$ cat src/rtl/gpr_dbg_access.sv
`default_nettype none
// ============================================================================
// Module      : gpr_dbg_access
// Description : Arbitrates GPR register-file access between core writeback
//               and Debug Module abstract commands. A debug command is
//               accepted in IDLE, waits (bounded) for the core to halt, then
//               performs one write through the rd port or one read through
//               the rs1 port, and holds a response until it is consumed.
//               Outside the EXEC state all core traffic passes straight
//               through to the register file.
// Ports       : clk, rst_n (async active-low)
//               core_halted                           - core halted flag
//               wb_addr_rd/wb_data_rd/wb_reg_WEn      - core writeback in
//               dec_addr_rs1                          - decode rs1 address in
//               rf_addr_rd/rf_data_rd/rf_reg_WEn      - to RF write port
//               rf_addr_rs1 / rf_data_rs1             - RF rs1 read port
//               dbg_req/dbg_ready/dbg_write/dbg_regno/dbg_wdata - command
//               dbg_rsp_valid/dbg_rsp_ready/dbg_rdata/dbg_err   - response
// Config      : GPR_DBG_X0_WRITE_ERR_EN - when defined, a debug write to x0
//               is rejected with dbg_err=1 and never reaches EXEC.
// Revision    : 1.0 - initial release
// ============================================================================
module gpr_dbg_access #(
  parameter int XLEN      = 32,
  parameter int REG_AW    = 5,
  parameter int HALT_WAIT = 8
) (
  input  logic              clk,
  input  logic              rst_n,
  input  logic              core_halted,
  input  logic [REG_AW-1:0] wb_addr_rd,
  input  logic [XLEN-1:0]   wb_data_rd,
  input  logic              wb_reg_WEn,
  input  logic [REG_AW-1:0] dec_addr_rs1,
  output logic [REG_AW-1:0] rf_addr_rd,
  output logic [XLEN-1:0]   rf_data_rd,
  output logic              rf_reg_WEn,
  output logic [REG_AW-1:0] rf_addr_rs1,
  input  logic [XLEN-1:0]   rf_data_rs1,
  input  logic              dbg_req,
  output logic              dbg_ready,
  input  logic              dbg_write,
  input  logic [REG_AW-1:0] dbg_regno,
  input  logic [XLEN-1:0]   dbg_wdata,
  output logic              dbg_rsp_valid,
  input  logic              dbg_rsp_ready,
  output logic [XLEN-1:0]   dbg_rdata,
  output logic              dbg_err
);

  // Wide enough to hold HALT_WAIT-1 for any HALT_WAIT >= 1.
  localparam int c_CNT_W = $clog2(HALT_WAIT + 1);
  localparam logic [c_CNT_W-1:0] c_CNT_LAST = c_CNT_W'(HALT_WAIT - 1);

  typedef enum logic [1:0] {
    S_IDLE      = 2'd0,
    S_WAIT_HALT = 2'd1,
    S_EXEC      = 2'd2,
    S_RESP      = 2'd3
  } state_t;

  state_t              r_state;
  state_t              w_next;
  logic                r_write;
  logic [REG_AW-1:0]   r_regno;
  logic [XLEN-1:0]     r_wdata;
  logic [XLEN-1:0]     r_rdata;
  logic                r_err;
  logic [c_CNT_W-1:0]  r_cnt;

  logic                w_accept;
  logic                w_x0_err;
  logic                w_timeout;
  logic                w_dbg_rd;

  // --------------------------------------------------------------------------
  // State register
  // --------------------------------------------------------------------------
  always_ff @(posedge clk or negedge rst_n) begin
    if (!rst_n) begin
      r_state <= S_IDLE;
    end else begin
      r_state <= w_next;
    end
  end

  // --------------------------------------------------------------------------
  // Next state and register-file port muxing
  // --------------------------------------------------------------------------
  always_comb begin
    w_next        = r_state;
    w_accept      = 1'b0;
    w_x0_err      = 1'b0;
    w_timeout     = 1'b0;
    w_dbg_rd      = 1'b0;
    dbg_ready     = 1'b0;
    dbg_rsp_valid = 1'b0;
    rf_addr_rd    = wb_addr_rd;
    rf_data_rd    = wb_data_rd;
    rf_reg_WEn    = wb_reg_WEn;
    rf_addr_rs1   = dec_addr_rs1;

    case (r_state)
      S_IDLE: begin
        dbg_ready = 1'b1;
        if (dbg_req) begin
          w_accept = 1'b1;
`ifdef GPR_DBG_X0_WRITE_ERR_EN
          w_x0_err = dbg_write && (dbg_regno == '0);
`else
          w_x0_err = 1'b0;
`endif
          if (w_x0_err) begin
            w_next = S_RESP;
          end else if (core_halted) begin
            w_next = S_EXEC;
          end else begin
            w_next = S_WAIT_HALT;
          end
        end
      end

      S_WAIT_HALT: begin
        if (core_halted) begin
          w_next = S_EXEC;
        end else if (r_cnt == c_CNT_LAST) begin
          w_timeout = 1'b1;
          w_next    = S_RESP;
        end
      end

      S_EXEC: begin
        if (r_write) begin
          if (r_regno == '0) begin
            // x0 is hardwired: drop the write without touching the RF.
            w_next = S_RESP;
          end else if (!wb_reg_WEn) begin
            rf_reg_WEn = 1'b1;
            rf_addr_rd = r_regno;
            rf_data_rd = r_wdata;
            w_next     = S_RESP;
          end
          // Otherwise core writeback owns the port; retry next cycle.
        end else begin
          rf_addr_rs1 = r_regno;
          w_dbg_rd    = 1'b1;
          w_next      = S_RESP;
        end
      end

      S_RESP: begin
        dbg_rsp_valid = 1'b1;
        if (dbg_rsp_ready) begin
          w_next = S_IDLE;
        end
      end

      default: w_next = S_IDLE;
    endcase
  end

  // --------------------------------------------------------------------------
  // Command latch, halt-wait counter and response registers
  // --------------------------------------------------------------------------
  always_ff @(posedge clk or negedge rst_n) begin
    if (!rst_n) begin
      r_write <= 1'b0;
      r_regno <= '0;
      r_wdata <= '0;
      r_rdata <= '0;
      r_err   <= 1'b0;
      r_cnt   <= '0;
    end else begin
      if (w_accept) begin
        r_write <= dbg_write;
        r_regno <= dbg_regno;
        r_wdata <= dbg_wdata;
        r_rdata <= '0;
        r_err   <= w_x0_err;
        r_cnt   <= '0;
      end
      if (r_state == S_WAIT_HALT) begin
        r_cnt <= r_cnt + c_CNT_W'(1);
      end
      if (w_timeout) begin
        r_err <= 1'b1;
      end
      if (w_dbg_rd) begin
        r_rdata <= (r_regno == '0) ? '0 : rf_data_rs1;
      end
    end
  end

  assign dbg_rdata = r_rdata;
  assign dbg_err   = r_err;

endmodule
`default_nettype wire

$ cat config.mk
export PLATFORM = sky130hd
export DESIGN_NAME = gpr_dbg_access
export DESIGN_NICKNAME = d
export VERILOG_FILES = /design/src/rtl/gpr_dbg_access.sv
export SDC_FILE = /design/constraint.sdc
export NUM_CORES = 1
export LEC_CHECK = 0
export ABC_AREA = 1
export CORE_ASPECT_RATIO = 0.9
export CORE_UTILIZATION = 40
export DETAILED_ROUTE_END_ITERATION = 8
export GPL_ROUTABILITY_DRIVEN = 0
export PLACE_DENSITY = 0.8
export SKIP_CTS_REPAIR_TIMING = 1
export SLEW_MARGIN = 20
export SYNTH_ARGS = -nofsm -noshare
export SYNTH_HDL_FRONTEND = slang
export SYNTH_SLANG_ARGS = --single-unit
$ cat constraint.sdc
create_clock -name clk -period 2.05 [get_ports clk]
set_clock_uncertainty 0.1 [all_clocks]
set_input_delay 0.3075 -clock clk [delete_from_list [all_inputs] [get_ports clk]]
set_output_delay 0.3075 -clock clk [all_outputs]
set_load 0.02 [all_outputs]
---- After elaboration in Yosys (flattened, before gate mapping) ----
Index checks and enable logic that the tools add are counted.
operators by class
  $add $sub $neg .......................... 1
  equality and inequality tests ........... 8
  muxes and demuxes ....................... 38
  reduce and logical (&&, ||, !) cells .... 6
operator list
  cell                                                             number
  32-bit two-way mux                                               7
  5-bit two-way mux                                                6
  2-bit two-way mux                                                8
  1-bit two-way mux                                                14
  4-bit two-way mux                                                2
  2-bit case mux with 4 select lines                               1
  2-bit nonzero test                                               3
  5-bit logical NOT                                                1
  4-bit by 1-bit adder with 4-bit output, second input constant    1
  2-bit == test, second input constant                             2
  4-bit by 3-bit == test with 1-bit output, second input constant  1
  2-bit != test, second input constant                             2
  4-bit != test, second input constant                             1
  4-bit AND reduction                                              1
  3-bit != test, second input constant                             1
  2-bit by 1-bit == test with 1-bit output, second input constant  1
  2-bit logical NOT                                                1
storage, ports and cells
  register bits after elaboration ......... 77
  bits of input ports ..................... 118
  output and inout bits ................... 78

---- Depth between registers and ports, before layout ----
Gate-level depths: netlist of the first run.
  word-level depth ........................ 5
  depth in mapped cells ................... 8
  gate-level depth less buffers ........... 8

---- Worst setup path before layout of the first run ----
No wires, ideal clock.
  kind .................................... register to output
  start ................................... reg r_state[0]
  end ..................................... out rf_addr_rs1[0]
  data arrival time ....................... 1514 ps
  required time ........................... 1642 ps
  slack ................................... 129 ps
  stages on the path, launching flop included .. 8
  path buffers ............................ 1
  path through ............................ dfrtp_1 inv_1 ha_1 inv_1 nor2_2 buf_2 nor2_1 a21oi_1
between the ends
  longest elaborated chain between the ends .. 2
RTL lines
  item                      line  source
  start: declaration        62    state_t r_state;
  start signal: assignment  83    r_state <= w_next;
  2-bit == test             103   case (r_state)
  5-bit two-way mux         103
  end: declaration          38    output logic [REG_AW-1:0] rf_addr_rs1,
No other way between the ends.

---- Final worst setup path of the first run ----
  start ................................... reg r_state[0]
  end ..................................... out rf_data_rd[16]
between the ends
  longest elaborated chain between the ends .. 2
RTL lines
  item                line  source
  2-bit == test       103
  32-bit two-way mux  103
  end: declaration    36    output logic [XLEN-1:0] rf_data_rd,
No other way between the ends.

==> results.py, run 1 <==
metrics = {
    "placed_design": {
        "place_area_um2": 6050,
        "hpwl_um": 8501,
        "port_buffers": 195,
        "dpl.cell_count": 807,
        "pre_cts_ws_ns": -0.4123,
    },
    "grt": {
        "antenna_found_initial": 0,
        "grt_pass1_vias": 3916,
        "grt_max_degree": 46,
        "grt_overflow_total": 0,
        "grt_pass1_wl_um": 18520,
        "grt_use_total": 0.2335,
    },
    "yosys": {
        "syn_area_per_cell_um2": 7.825,
        "synthCells": 492,
        "yosys.area.top_type": "dfrtp_1",
        "syn-num-nets": 616,
        "synth_top_area_share": 0.5005,
        "syn_area_um2": 3850,
        "synth_area_leaders": "dfrtp_1, nand2_1, nand3_1, o21ai_0, inv_1",
        "synth_cell_type_count": 26,
        "synthFlopType": "dfrtp_1",
        "synth_seq_cells": 77,
        "async_flop_share": 1.000,
        "synth_edf_count": 0,
        "yosys_warnings": 0,
        "yosysSeqAreaShare": 0.5005,
    },
    "floorplanning": {
        "die_h_um": 95.07,
        "io_pins": 196,
        "die_x_um": 105.4,
        "start_util": 0.4181,
        "die_area_um2": 10020,
        "coreArea_um2": 9208,
        "core.rowCount": 33,
    },
    "sta": {
        "worst_pin_slew_ns": 0.4511,
        "finalHoldViolCount": 0,
        "whs_ns": 0.3477,
        "setup_viol": 42,
        "fin_crit_ns": 2.215,
        "tns_ns": -5.313,
        "relSlewSlack": 0.6992,
        "finalWorstSetupSlack_ns": -0.1650,
        "max_freq_ghz": 0.4515,
        "rsz0062_at_grt": "true",
        "slew_violations": 0,
        "period_share": 1.081,
    },
    "worst_setup_path": {
        "crit_fanout": 32,
        "end_kind": "output port",
        "crit_arrival_ns": 1.81,
        "start_kind": "flip-flop",
        "path_cells": "inv_2 -> ha_4 -> nand2_4 -> nor2_8 -> nand2_4 -> buf_12 -> nand2_1 -> nand2_1 -> clkbuf_2",
        "critical_path_class": "flip-flop to output port",
        "slowest_delay_ns": 0.39,
        "worst_path_max_delay_cell": "dfrtp_1",
        "cp.buffers_inverters": 3,
        "crit_family": "simple AND/OR/NAND/NOR gates",
        "crit_required_ns": 1.64,
    },
    "status": {
        "violations": "negative setup slack",
        "status": "finished with violations",
    },
    "finish": {
        "seq_area_um2": 1927,
        "fillers": 747,
        "final_cell_mix": "nand2_1, clkdlybuf4s50_1, dfrtp_1, nand3_1, inv_1",
        "design_area_um2": 6279,
        "final_common_cell": "nand2_1",
        "antenna_cells": 0,
        "final_nets": 826,
        "fin_cells": 829,
        "multiInputGateArea_um2": 1627,
        "drive_gt1_frac": 0.1570,
        "utilization": 0.6819,
        "area_growth_pct": 63.08,
    },
    "route": {
        "wl_met2_um": 5858,
        "vias": 4038,
        "viasPerCell": 4.871,
        "firstDrtPassIters": 4,
        "drt-met1-wl_um": 5049,
        "routed.top_layer": "met4",
        "wire_per_inst_um": 14.30,
        "drt-total-wl_um": 11860,
        "drc": 0,
        "postRouteAntennaNets": 0,
        "drt_iter0_drc": 194,
        "met3_length_um": 741,
    },
    "power": {
        "power_density_nw_per_um2": 1224,
        "leakagePower_nw": 3.085,
        "ir_drop_uv": 727.9,
        "finalPower_mw": 7.687,
    },
    "min_path": {
        "hold_class": "input pin to async pin",
    },
    "clocking": {
        "cts_made_buffers": 9,
        "cts_root_buf": "clkbuf_8",
        "clock_latency_ns": 0.34,
        "clock-sinks": 77,
        "cts_max_path_buffers": 2,
        "cts_max_level": 3,
        "clkTransAtPathRegs_ns": 0.08,
        "cts_tree": "done",
    },
    "run": {
        "cap_viol_max_count": 0,
    },
}
final timing paths:
| kind | startpoint | end | slack, ns | depth (start not counted) |
|---|---|---|---|---|
| max | r_state[0]$_DFFE_PN0P_ | rf_data_rd[16] | -0.17 | 9 |
| min reg2reg | r_wdata[1]$_DFFE_PN0P_ | r_wdata[1]$_DFFE_PN0P_ | 0.39 | 2 |
| min in group clk | r_wdata[1]$_DFFE_PN0P_ | r_wdata[1]$_DFFE_PN0P_ | 0.39 | 2 |
| min | rst_n | r_wdata[26]$_DFFE_PN0P_ | 0.35 | 2 |
| max in group asynchronous | rst_n | r_regno[0]$_DFFE_PN0P_ | 0.90 | 3 |
| max reg2reg | r_state[0]$_DFFE_PN0P_ | r_wdata[8]$_DFFE_PN0P_ | 0.15 | 9 |
registers in the layout, indices dropped and copies added, names as in the netlist:
| name | count |
|---|---|
| dbg_rdata | 32 |
| r_wdata | 32 |
| r_regno | 5 |
| r_cnt | 4 |
| r_state | 2 |
| dbg_err | 1 |
| r_write | 1 |
power breakdown:
part / switching, mW / internal, mW
Clock: 0.559 / 0.667
Sequential: 0.396 / 2.16
Combinational: 2.19 / 1.72
synth_stat cells (4+ instances only):
library cell and instances:
inv_1 46, buf_2 7, ha_1 6, buf_6 8
nand3_1 71, dfrtp_1 77, clkbuf_1 9, o21ai_0 38
nor2_1 9, o21ai_1 4, a21oi_1 6, o21ai_2 5
buf_4 4, nand2_1 190
metal layers:
layer / GRT usage / up-vias
li1: - / 1963
met1: 0.2882 / 1893
met2: 0.4112 / 160
met3: 0.05058 / 22
met4: 0.07512 / 0
met5: 0 / -
cells by family (layout without fill, tap and decap cells):
kind of cell               Yosys count  in the layout  share of synthesized area
AOI/OAI and AO/OA                   56             56                    0.07995
and+or+nand+nor                    276            276                     0.3019
buffers and inverters               76            291                    0.09587
adders and majority gates            6              6                    0.01950
DFF                                 77             77                     0.5005
xor gates and xnor gates             1              1                   0.002275
final cells by class:
class                      instances  share of cell area
clock buffer                      12             0.02631
clock inverter                     4            0.008569
inverter                          47             0.02810
multi-input combinational        339              0.2591
sequential                        77              0.3069
tap                              122             0.02431
timing repair buffer             228              0.3468
worst register-to-register path: stages (launching register included):
cell and delay [ns]:
dfrtp_1 0.36, inv_2 0.06, buf_4 0.12, buf_4 0.13, ha_1 0.22, nand2_1 0.20
clkinv_1 0.21, buf_12 0.22, nand2_1 0.11, nand2_1 0.05
(Power assumes the default switching activity.)
==> run 2, diff against run 1 <==
--- a/config.mk
+++ b/config.mk
@@ -8,6 +8,7 @@
 export ABC_AREA = 1
 export CORE_ASPECT_RATIO = 0.9
 export CORE_UTILIZATION = 40
+export CTS_CLUSTER_SIZE = 14
 export DETAILED_ROUTE_END_ITERATION = 8
 export GPL_ROUTABILITY_DRIVEN = 0
 export PLACE_DENSITY = 0.8
==> results of run 2 <==
Same layout as run 1: the final DEF is identical, and so are final timing and power.
